<file path="src/rtl/wfull_rptr_sync_non2n.sv">
// Write-domain status for the non-power-of-2 async FIFO: receives the read
// pointer over a toggle req/ack handshake and produces full/almost_full/count/overflow.
module wfull_rptr_sync_non2n #(
    parameter int FIFO_DEPTH   = 520,
    parameter int PTR_WIDTH    = 10,
    parameter int MEM_SIZE     = 1 << PTR_WIDTH,
    parameter int START_ADDR   = MEM_SIZE/2 - FIFO_DEPTH/2,
    parameter int END_ADDR     = MEM_SIZE/2 + FIFO_DEPTH/2 - 1,
    parameter int AFULL_THRESH = 512,
    parameter int SYNC_STAGES  = 2
) (
    input  logic                 wclk,
    input  logic                 wrst_n,
    input  logic                 w_en,
    input  logic [PTR_WIDTH-1:0] wptr,
    input  logic [PTR_WIDTH:0]   rptr_data,
    input  logic                 rptr_req,
    output logic                 rptr_ack,
    input  logic                 ovf_clr,
    output logic                 full,
    output logic                 almost_full,
    output logic [PTR_WIDTH:0]   wcount,
    output logic                 overflow
);
    localparam int W = PTR_WIDTH + 1;
    localparam logic [W-1:0]         START_W = W'(START_ADDR);
    localparam logic [W-1:0]         DEPTH_W = W'(FIFO_DEPTH);
    localparam logic [W-1:0]         AFULL_W = W'(AFULL_THRESH);
    localparam logic [PTR_WIDTH-1:0] START_P = PTR_WIDTH'(START_ADDR);
    localparam logic [PTR_WIDTH-1:0] END_P   = PTR_WIDTH'(END_ADDR);

    logic [SYNC_STAGES-1:0] r_sync;
    logic                   r_req_seen;
    logic                   r_ack;
    logic [W-1:0]           r_rptr_s;
    logic                   r_wlap;
    logic [W-1:0]           r_wcount;
    logic                   r_full;
    logic                   r_afull;
    logic                   r_ovf;

    logic                 w_wr;
    logic                 w_wrap;
    logic                 w_req_sync;
    logic                 w_cap;
    logic [PTR_WIDTH-1:0] w_wptr_next;
    logic                 w_wlap_next;
    logic [W-1:0]         w_rptr_n;
    logic [W-1:0]         w_w_off;
    logic [W-1:0]         w_r_off;
    logic [W-1:0]         w_count;

    assign w_wr        = w_en && !r_full;
    assign w_wrap      = w_wr && (wptr == END_P);
    assign w_wptr_next = w_wrap ? START_P : (w_wr ? wptr + PTR_WIDTH'(1) : wptr);
    assign w_wlap_next = r_wlap ^ w_wrap;

    assign w_req_sync = r_sync[SYNC_STAGES-1];
    assign w_cap      = (w_req_sync != r_req_seen);
    // Fresh data is folded in on the capture cycle so count tracks rptr_ack exactly.
    assign w_rptr_n   = w_cap ? rptr_data : r_rptr_s;

    assign w_w_off = {1'b0, w_wptr_next} - START_W;
    assign w_r_off = {1'b0, w_rptr_n[PTR_WIDTH-1:0]} - START_W;
    assign w_count = (w_wlap_next == w_rptr_n[PTR_WIDTH]) ? (w_w_off - w_r_off)
                                                          : (DEPTH_W - w_r_off + w_w_off);

    always_ff @(posedge wclk or negedge wrst_n) begin
        if (!wrst_n) begin
            r_sync     <= '0;
            r_req_seen <= 1'b0;
            r_ack      <= 1'b0;
            r_rptr_s   <= {1'b0, START_P};
            r_wlap     <= 1'b0;
            r_wcount   <= '0;
            r_full     <= 1'b0;
            r_afull    <= 1'b0;
            r_ovf      <= 1'b0;
        end else begin
            r_sync <= {r_sync[SYNC_STAGES-2:0], rptr_req};
            if (w_cap) begin
                r_rptr_s   <= rptr_data;
                r_req_seen <= w_req_sync;
                r_ack      <= w_req_sync;
            end
            r_wlap   <= w_wlap_next;
            r_wcount <= w_count;
            r_full   <= (w_count == DEPTH_W);
            r_afull  <= (w_count >= AFULL_W);
            if (w_en && r_full)
                r_ovf <= 1'b1;
            else if (ovf_clr)
                r_ovf <= 1'b0;
        end
    end

    assign rptr_ack    = r_ack;
    assign full        = r_full;
    assign almost_full = r_afull;
    assign wcount      = r_wcount;
    assign overflow    = r_ovf;
endmodule

</file>
<file path="config.mk">
export PLATFORM = sky130hd
export DESIGN_NAME = wfull_rptr_sync_non2n
export DESIGN_NICKNAME = d
export VERILOG_FILES = /design/src/rtl/wfull_rptr_sync_non2n.sv
export SDC_FILE = /design/constraint.sdc
export NUM_CORES = 1
export LEC_CHECK = 0
export ABC_AREA = 1
export BUFFER_PORTS_ARGS = -buffer_cell sky130_fd_sc_hd__buf_4
export CORE_UTILIZATION = 40
export CTS_CLUSTER_SIZE = 30
export DETAILED_ROUTE_END_ITERATION = 12
export GPL_ROUTABILITY_DRIVEN = 0
export GPL_TIMING_DRIVEN = 0
export SLEW_MARGIN = 20
export SYNTH_ARGS = -nofsm -noshare
export SYNTH_HDL_FRONTEND = slang
export SYNTH_SLANG_ARGS = --single-unit
</file>
<file path="constraint.sdc">
create_clock -name wclk -period 3.5 [get_ports wclk]
set_input_delay 0.35 -clock wclk [delete_from_list [all_inputs] [get_ports wclk]]
set_output_delay 0.35 -clock wclk [all_outputs]
set_load 0.01 [all_outputs]
</file>
### Word-level counts from Yosys, hierarchy flattened

Cells that the tools add are included.

| word-level totals | value |
|---|---|
| bits in registers | 29 |
| input bits | 26 |

| operators by class | value |
|---|---|
| add/subtract/negate cells | 6 |
| $lt $le $gt $ge | 1 |
| eq/ne operators | 4 |
| muxes and demuxes | 6 |
| bitwise gates (word level) | 1 |
| reduce and logical (&&, ||, !) cells | 5 |

Operator list:

| operator | number |
|---|---|
| $mux 11 | 2 |
| $sub 10x8->11 const B | 2 |
| $mux 10 | 2 |
| $add 11x11->11 | 1 |
| $eq 11x10->1 const B | 1 |
| $ge 11x10->1 const B | 1 |
| $sub 10x11->11 const A | 1 |
| $sub 11x11->11 | 1 |
| $add 10x1->10 const B | 1 |
| $eq 10x10->1 const B | 1 |
| $logic_and 1x1->1 | 3 |
| $mux 1 | 2 |
| $reduce_bool 2->1 | 1 |
| $eq 1x1->1 | 1 |
| $logic_not 1->1 | 1 |
| $ne 1x1->1 | 1 |
| $xor 1x1->1 | 1 |

### Depth between registers and ports, before layout

Gate-level depths: netlist of the first run.

| depth | value |
|---|---|
| depth in word-level cells | 8 |
| depth in mapped cells | 27 |
| gate-level depth less buffers | 27 |

### Least setup slack after synthesis of the first run

OpenSTA, ideal clock, no wires.

| timing | value |
|---|---|
| path type | register -> register |
| from | register, netlist name rptr_ack |
| to | register r_full (netlist: full) |
| data arrival time | 3.250 ns |
| data required time | 3.384 ns |
| path slack | 0.133 ns |
| stages on the path, launching flop included | 24 |
| clock period less this slack | 3.367 ns |
| cell sequence | dfrtp_1 -> inv_1 -> nand2_1 -> nand2_4 -> buf_6 -> mux2i_1 -> inv_1 -> ha_1 -> nand3_1 -> nor2_1 -> nand3_1 -> xor2_1 -> ha_1 -> inv_1 -> fa_1 -> nand3_1 -> inv_1 -> nand2_1 -> nand3_1 -> a31o_2 -> nand3_1 -> nand3_1 -> nand3_1 -> nor2_1 |

RTL lines:

| element | line | RTL |
|---|---|---|
| to (signal assigned) | 88 | `r_full <= (w_count == DEPTH_W);` |
| to (decl) | 38 | `logic r_full;` |

==> impl_metrics.ini, run 1 <==
[hold_path]
min_path_cells = 1
min_path_type = input pin to flop

[status]
status = finished with violations
violations = design-rule violations

[synthesis]
post-synth-top-count-cell = nand2_1
synth_top_flop_cell = dfrtp_1
yosysTopAreaCell = dfrtp_1
yosysWarnings = 0
ys_seq_elements = 29
synthTopCellsByArea = dfrtp_1, nand2_1, ha_1
synth_edf_count = 0
synth_common_cells = nand2_1, inv_1, nand3_1
synthArstFlopShare = 1.00
yosys.area_share.simple = 0.274
syn-num-nets = 440
synth.avg_cell_area_um2 = 7.18
synth_xor_area_frac = 0.0700
synth_fa_ha_area_frac = 0.163
synth.area.mux_share = 0.00728
syn_inst = 383
yosysSeqAreaShare = 0.266
synth_top_family_by_area = simple AND/OR/NAND/NOR gates
synth_compound_area_frac = 0.106
syn-cell-area_um2 = 2750
synth_cell_types = 37
synth_top_cell_area_share = 0.209

[sta]
hold_viol = 0
fin_setup_tns_ns = 0
timing.final.crit_share = 0.965
fmax_ghz = 0.296
slew_headroom = 0.735
skew_ns = 0.00369
slew_viol_final = 0
hold_slack_ns = 0.175
worst_pin_slew_ns = 0.394
setup_viol = 0
rsz0062_at_grt = true
period_needed_ns = 3.38

[setup_path]
slowest_stage = fa_2
worst_ep_arrival_time_ns = 3.59
worstPathRequired_ns = 3.71
cp.buffers_inverters = 4
path_class = flop to flop
crit_top_cell = nand3_2
max_stage_delay_ns = 0.59
path_cells = inv_1, nand2_2, nand2_4, buf_6, mux2i_1, inv_2, ha_4, nand3_2, xor2_2, ha_2, inv_2, fa_2, nor2_1, nand4_1, nand3_2, a21oi_2, o21ai_2, a21oi_2, nand3_2, nor2_4
cp-start-kind = flop
r2r_cells = 20
cp.depth = 20
cp_top_family = adder cells
cp_max_fo = 4
endpoint_kind = flop

[die]
ios = 41
die_area_um2 = 7210
rows = 29
core_um2 = 6490
die_w_um = 84.9
initial_core_util = 0.424
fp.dieH_um = 84.9

[cts]
cts_tree = built
clock_sink_count = 29
clockBufferDepth = 2
cts_htree_levels = 2
root_buffer = clkbuf_8
clkTransAtPathRegs_ns = 0.06
clk_latency_ns = 0.28
numCtsBuffers = 5

[finish]
fin_util = 0.587
diodes = 0
drive_above_1_share = 0.376
nets = 519
syn_to_final_growth_pct = 38.5

[drt]
wire_per_inst_um = 12.7
drc = 5
drt_pass1_iterations = 8
vias_per_cell = 4.91
postRouteAntennaNets = 0
wl_um = 6840
drtIter0Drc = 105
vias = 2651

[placed_design]
port_buffers = 40
dp_hpwl_um = 5230

[global_routing]
antenna_found_initial = 0
grt_max_degree = 30
grt_pass1_vias = 2572
gr-total-overflow = 0
grt.total_usage = 0.200
grt_pass1_wl_um = 11400

[power_and_ir_drop]
p_per_area_nw_per_um2 = 501
leakage_nw = 1.97
vdd_drop_max_mv = 0.159

[flow_run]
maxCapViolations = 0
-- routing by layer --
| layer | global-route usage | share of wire | up-vias |
|---|---|---|---|
| met4 | 0.0847 | 0.018 | 0 |
| met1 | 0.241 | 0.45 | 1245 |
| met5 | 0 | 0 | - |
| met2 | 0.361 | 0.50 | 48 |
| met3 | 0.0224 | 0.035 | 8 |
| li1 | - | - | 1350 |
-- final timing paths --
| check | slack, ns | end | from |
|---|---|---|---|
| min | 0.17 | r_sync[0] | rptr_req |
| max reg2reg | 0.12 | full | rptr_ack |
| max in group asynchronous | 2.67 | r_rptr_s[7] | wrst_n |
| min in group asynchronous | 0.52 | r_rptr_s[10] | wrst_n |
| max | 0.12 | full | rptr_ack |
| min reg2reg | 0.35 | r_sync[1] | r_sync[0] |
-- cells by family after synthesis --
family,count (synthesis)
flip-flops,29
XOR/XNOR,22
AO/OA/AOI/OAI,50
adder cells (fa/ha/maj),31
buffers and inverters,79
AND/OR/NAND/NOR,170
multiplexers,2
-- sequential cells by signal, indices dropped and copies added (netlist names) --
register and flops:
almost_full 1, full 1, overflow 1, r_rptr_s 11, r_sync 2, r_wlap 1
rptr_ack 1, wcount 11
-- power breakdown --
part	leakage (nW)	internal (mW)	total, mW	switching (mW)
clock	0.0450	0.137	0.261	0.123
sequential	0.339	0.423	0.449	0.0256
combinational	1.59	0.544	1.20	0.654
total	1.97	1.10	1.91	0.803
-- cell usage in the layout, fill, tap and decap left out, types with 3 or more instances in the layout --
cell      instances
nand3_1          22
xor2_1            8
ha_2              4
nand2_2          11
nand3_2           9
ha_4              3
dfrtp_1          23
a21oi_2           5
o21ai_0           8
buf_4            69
nand2_4           3
dfstp_2           6
nand2_1          85
o21ai_1          11
clkbuf_8          5
fa_1              5
buf_6             4
inv_2            13
xnor2_1           7
nor2_2            8
nor2_4            5
inv_1            63
nand4_1           6
fa_2              3
xor2_2            4
ha_1             16
nor2_1           14
a21oi_1           7
o21ai_2           7
-- per-stage QoR --
stage | cell area, um2 | instances | worst slack (ns) | power, mW
after floorplan | 2750 | 383 | 0.133 | 1.09
after global placement | 3150 | 500 | -0.471 | 1.36
after detailed placement | 3150 | 500 | -0.523 | 1.38
after CTS | 3500 | 528 | 0.00364 | 1.73
after global routing | 3810 | 540 | -0.127 | 2.07
final | 3810 | 540 | 0.121 | 1.91
-- worst register-to-register path, cell delays in order, from the launching register on --
cell and delay, ns:
dfrtp_1 0.40, inv_1 0.08, nand2_2 0.06, nand2_4 0.08, buf_6 0.10, mux2i_1 0.20, inv_2 0.08, ha_4 0.20
nand3_2 0.12, xor2_2 0.20, ha_2 0.22, inv_2 0.05, fa_2 0.59, nor2_1 0.09, nand4_1 0.11, nand3_2 0.11
a21oi_2 0.16, o21ai_2 0.09, a21oi_2 0.15, nand3_2 0.12, nor2_4 0.11
-- repair_timing --
| action | CTS | global route |
|---|---|---|
| resized for setup | 35 | 51 |
| hold buffers | 1 | 0 |
| pin swaps | 21 | 34 |
| endpoints found under the setup margin | 7 | 5 |
| setup buffers | 19 | 12 |
| hold endpoints to repair | 23 | 0 |
-- layout make-up --
class / count / area, um2
Fill cell: 603 / 2680
Tap cell: 77 / 96.3
Clock buffer: 6 / 72.6
Multi-Input combinational cell: 275 / 2040
Sequential cell: 29 / 733
Inverter: 76 / 285
Buffer: 3 / 26.3
Clock inverter: 2 / 10.0
Timing Repair Buffer: 72 / 551
No activity file was read; power rests on OpenSTA's default activity.
==> inputs of run 2 (changes only) <==
--- a/config.mk
+++ b/config.mk
@@ -5,7 +5,6 @@
 export SDC_FILE = /design/constraint.sdc
 export NUM_CORES = 1
 export LEC_CHECK = 0
-export ABC_AREA = 1
 export BUFFER_PORTS_ARGS = -buffer_cell sky130_fd_sc_hd__buf_4
 export CORE_UTILIZATION = 40
 export CTS_CLUSTER_SIZE = 30
==> run 2 against run 1 <==
The flow finishes with violations (negative setup slack). Global-route usage rose by 1.0 points. Register-to-register slack worse by 0.64 ns. Sequential cell count did not move.
==> impl_metrics.ini, run 2 <==
[power_and_ir_drop]
power_frac_comb = 0.635
clkPwrFrac = 0.150
p_sw_frac = 0.405
p_seq_frac = 0.215
internal_power_mw = 1.27
leakage_nw = 1.68
switching_power_mw = 0.863
p_per_area_nw_per_um2 = 578
vdd_drop_max_mv = 0.412

[die]
rows = 29
die_w_um = 82.7
core_um2 = 6310
ios = 41
fp.dieH_um = 82.7
initial_core_util = 0.413
die_area_um2 = 6850

[hold_path]
min_path_type = input pin to flop
hp-start = rptr_req

[setup_path]
cp-start-kind = flop
endpoint_kind = flop
worstPathRequired_ns = 3.67
cp_max_fo = 6
crit_path_start = full
path_cells = nand3b_1, a32o_2, a22o_1, a31o_1, and2_4, xor2_2, fa_2, buf_4, a221o_1, a21oi_2, xnor2_2, a21oi_2, xnor2_2, nor4b_4
max_stage_delay_ns = 0.49
worst_ep_arrival_time_ns = 4.19
rr_startpoint = full
path_class = flop to flop
slowest_stage = fa_2
cp_top_family = compound AO/OA/AOI/OAI gates
cp.buffers_inverters = 1

[sta]
skew_ns = 0.00403
fmax_ghz = 0.249
slew_headroom = 0.744
rsz0062_at_grt = true
setup_ws_ns = -0.519
worst_pin_slew_ns = 0.382
setup_viol = 4
timing.final.crit_share = 1.15
period_needed_ns = 4.02
hold_viol = 0
slew_viol_final = 0
fin_setup_tns_ns = -1.47

[synthesis]
yosysWarnings = 0
synth.area.mux_share = 0.0648
yosysTopAreaCell = dfrtp_1
syn-cell-area_um2 = 2610
synthTopCellsByArea = dfrtp_1, ha_1, xnor2_1
synth.avg_cell_area_um2 = 9.45
yosys.area_share.simple = 0.149
synth_compound_area_frac = 0.125
synth_edf_count = 0
post-synth-top-count-cell = inv_1
yosysSeqAreaShare = 0.281
synth_top_cell_area_share = 0.221
syn-num-nets = 333
syn_inst = 276
synth_xor_area_frac = 0.150
ys_seq_elements = 29
synth_top_family_by_area = adder cells
synth_cell_types = 50
synth_top_flop_cell = dfrtp_1
synth_fa_ha_area_frac = 0.172
synthArstFlopShare = 1.00
synth_common_cells = inv_1, xnor2_1, dfrtp_1, ha_1, nand2_1

[global_routing]
grt_max_degree = 30
grt_pass1_wl_um = 10400
gr-total-overflow = 0
antenna_found_initial = 0
grt_pass1_vias = 2235
grt.total_usage = 0.210

[finish]
final_common_cell = buf_4
fin_area_um2 = 3680
drive_above_1_share = 0.424
syn_to_final_growth_pct = 41.3
nets = 405
diodes = 0
layout.cells.most_common_list = buf_4, inv_1, dfrtp_1
fin_util = 0.584
instances_no_fill = 426

[cts]
cts_htree_levels = 2
numCtsBuffers = 5
root_buffer = clkbuf_8
clkTransAtPathRegs_ns = 0.06
clock_sink_count = 29
clk_latency_ns = 0.29
clockBufferDepth = 2
cts_tree = built

[drt]
postRouteAntennaNets = 0
wl_um = 6270
drt_pass1_iterations = 4
drc = 0
vias = 2186
vias_per_cell = 5.13
wire_per_inst_um = 14.7
drtIter0Drc = 80

[placed_design]
placed_area_um2 = 3100
dp_hpwl_um = 4480
pre_cts_ws_ns = -0.944
port_buffers = 40
place_inst = 393

[status]
violations = negative setup slack
status = finished with violations

[flow_run]
maxCapViolations = 0
[run 2: cell types whose count changed after synthesis, sizes merged, moves of 4 or more]
cell    change
a211oi      +4
inv        -42
mux2        +7
mux2i       +7
nand2      -79
nand3      -27
nand4       -4
nor2       -17
nor2b       +4
o21ai      -16
xnor2      +17
[run 2: area by class of cell]
class                      instances  area, um2
buffer                             4       36.3
clock inverter                     1       5.00
clock buffer                       7       96.3
fill                             565       2630
multi-input combinational        208       2080
timing repair buffer              66        509
sequential                        29        733
tap                               77       96.3
inverter                          34        128
[run 2: metal layers]
metal / track usage / up-vias / wire length [um]
met5: 0 / - / 0
met4: 0.0569 / 0 / 68
met3: 0.0549 / 5 / 257
met2: 0.371 / 38 / 3110
met1: 0.249 / 1052 / 2830
li1: - / 1091 / -
[run 2: cells by family after synthesis]
family / Yosys count
flip-flops: 29
AO/OA/AOI/OAI: 49
XOR/XNOR: 43
AND/OR/NAND/NOR: 69
buffers and inverters: 39
adder cells (fa/ha/maj): 31
multiplexers: 16
[run 2: metrics by stage]
step / hold WS (ns) / total power, mW
after detailed placement: 0.304 / 1.53
final: 0.166 / 2.13
after floorplan: 0.0544 / 1.24
after CTS: 0.165 / 2.06
after global routing: 0.153 / 2.30
after global placement: 0.296 / 1.52
[run 2: what timing repair did]
item | CTS | global route
hold buffers | 1 | 0
buffers inserted | 21 | 4
endpoints found under the hold margin | 23 | 0
resized for setup | 40 | 15
pin swaps | 15 | 19
endpoints found under the setup margin | 5 | 6
[run 2: power groups by stage]
stage          Sequential, mW  Combinational [mW]  Clock, mW
2_1_floorplan           0.497               0.744          0
3_3_place_gp            0.462                1.06          0
3_5_place_dp            0.463                1.07          0
4_1_cts                 0.459                1.27      0.327
5_1_grt                 0.470                1.49      0.343
6_report                0.457                1.35      0.319
[run 2: worst paths after layout]
kind | to | slack (ns) | cells after the start
hold reg to reg | r_sync[1] | 0.36 | 0
setup / recovery | full | -0.52 | 14
min in group asynchronous | r_sync[1] | 0.52 | 2
max in group asynchronous | r_rptr_s[2] | 2.66 | 2
setup reg to reg | full | -0.52 | 14
hold / removal | r_sync[0] | 0.17 | 1
==> inputs of run 3 (changes only) <==
--- a/config.mk
+++ b/config.mk
@@ -5,11 +5,12 @@
 export SDC_FILE = /design/constraint.sdc
 export NUM_CORES = 1
 export LEC_CHECK = 0
+export ABC_AREA = 1
 export BUFFER_PORTS_ARGS = -buffer_cell sky130_fd_sc_hd__buf_4
+export CORE_MARGIN = 2
 export CORE_UTILIZATION = 40
 export CTS_CLUSTER_SIZE = 30
 export DETAILED_ROUTE_END_ITERATION = 12
-export GPL_ROUTABILITY_DRIVEN = 0
 export GPL_TIMING_DRIVEN = 0
 export SLEW_MARGIN = 20
 export SYNTH_ARGS = -nofsm -noshare
==> run 3 against run 2 <==
The flow now finishes without violations. Sequential share of layout area fell by 0.38 points. Count of clock-buffer cells in the layout fell by 1. Power fell by 12%. Global-route usage fell by 2.7 points. Clock power fell by 18%.
==> impl_metrics.ini, run 3 (synthesis gave the netlist of run 1 again) <==
[placed_design]
pre_cts_ws_ns = -0.492
place_inst = 503
gp_congestion = 0.905
dp_hpwl_um = 5140
placed_area_um2 = 3150
port_buffers = 40

[drt]
wire_per_inst_um = 12.3
vias_per_cell = 4.85
drc = 0
wl_um = 6690
vias = 2645
drtIter0Drc = 114
postRouteAntennaNets = 0
drt_pass1_iterations = 4

[power_and_ir_drop]
leakage_nw = 1.95
vdd_drop_max_mv = 0.152
p_per_area_nw_per_um2 = 497

[die]
die_w_um = 86.9
initial_core_util = 0.409
fp.dieH_um = 86.9
die_area_um2 = 7560
rows = 30
ios = 41
core_um2 = 6720

[sta]
setup_viol = 0
period_needed_ns = 3.46
hold_slack_ns = 0.180
slew_headroom = 0.743
skew_ns = 0.00289
fmax_ghz = 0.289
setup_ws_ns = 0.0388
hold_viol = 0
slew_viol_final = 0
timing.final.crit_share = 0.989
worst_pin_slew_ns = 0.381
rsz0062_at_grt = true

[finish]
drive_above_1_share = 0.359
fin_util = 0.559
nets = 521
syn_to_final_growth_pct = 36.6
fill_cells = 651
diodes = 0
instances_no_fill = 545
fin_area_um2 = 3760
layout.cells.most_common_list = nand2_1, buf_4, inv_1
final_common_cell = nand2_1

[flow_run]
maxCapViolations = 0

[setup_path]
ff2ff_setup_slack_ns = 0.04
max_stage_delay_ns = 0.63
cp_max_fo = 6
crit_top_cell = nand3_2
crit_path_start = rptr_ack
endpoint_kind = flop
r2r_cells = 22
rr_startpoint = rptr_ack
worstPathRequired_ns = 3.70
slowest_stage = fa_2
path_class = flop to flop
endpoint = full
cp-start-kind = flop
path_cells = inv_1, nand2_2, nand2_4, buf_6, mux2i_2, inv_2, ha_4, nand3_2, nor2_4, nand3_2, xor2_2, buf_4, buf_4, fa_2, inv_1, nor2_2, nand4_1, nand3_2, o21ai_1, a21oi_1, nand3_2, nor2_2
worst_ep_arrival_time_ns = 3.66
reg2reg_to = full

[global_routing]
grt_pass1_wl_um = 11000
grt.total_usage = 0.183
grt_pass1_vias = 2469
grt_max_degree = 30
gr-total-overflow = 0
antenna_found_initial = 0

[cts]
cts_htree_levels = 2
clkTransAtPathRegs_ns = 0.06
root_buffer = clkbuf_8
clockBufferDepth = 2
clk_latency_ns = 0.27
numCtsBuffers = 5
cts_tree = built
clock_sink_count = 29

[hold_path]
hp-start = rptr_req
min_path_type = input pin to flop

[status]
status = completed
run 3: how the worst min path moves through the flow:
stage / cells after the start / to / slack, ns
6_report: 1 / r_sync[0] / 0.18
3_3_place_gp: 1 / rptr_ack / 0.29
5_1_grt: 1 / r_sync[0] / 0.17
3_5_place_dp: 1 / rptr_ack / 0.29
4_1_cts: 1 / r_sync[0] / 0.17
2_1_floorplan: 0 / almost_full / 0.05
run 3: per-layer routing:
| layer | part of all wire | up-vias | track usage |
|---|---|---|---|
| met4 | 0.014 | 0 | 0.0582 |
| met1 | 0.45 | 1221 | 0.239 |
| li1 | - | 1354 | - |
| met3 | 0.033 | 9 | 0.0161 |
| met2 | 0.50 | 61 | 0.319 |
| met5 | 0 | - | 0 |
run 3: repair_timing:
| action | 4_1_cts | 5_1_grt |
|---|---|---|
| endpoints found under the setup margin | 6 | 6 |
| hold endpoints to repair | 23 | 0 |
| pin swaps | 17 | 27 |
| buffers inserted | 18 | 15 |
| resized for setup | 33 | 41 |
| hold buffers | 1 | 0 |
run 3: report_power, final:
part           switching [mW]  total (mW)  internal [mW]
clock network           0.124       0.261          0.137
logic                   0.630        1.16          0.527
registers              0.0259       0.449          0.423
total                   0.780        1.87           1.09
run 3: worst max-delay path, delay by kind of cell (launching register included):
family | cells | cell delay, ns
adder cells (fa/ha/maj) | 2 | 0.81
XOR/XNOR | 1 | 0.19
multiplexers | 1 | 0.14
buffers and inverters | 6 | 0.63
AO/OA/AOI/OAI | 2 | 0.25
AND/OR/NAND/NOR | 10 | 0.99
flip-flops | 1 | 0.38
run 3: layout make-up:
cell class,count,area (um2),area share
sequential,29,733,0.195
multi-input combinational,275,1970,0.523
inverter,76,288,0.0766
timing repair buffer,74,562,0.150
clock inverter,2,10.0,0.00266
clock buffer,6,72.6,0.0193
tap,80,100,0.0266
buffer,3,26.3,0.00699
run 3: per-stage QoR:
step | power (mW) | setup TNS (ns)
after detailed placement | 1.38 | -1.71
final | 1.87 | 0
after global routing | 2.03 | -0.421
after global placement | 1.36 | -1.54
after CTS | 1.74 | 0
after floorplan | 1.09 | 0
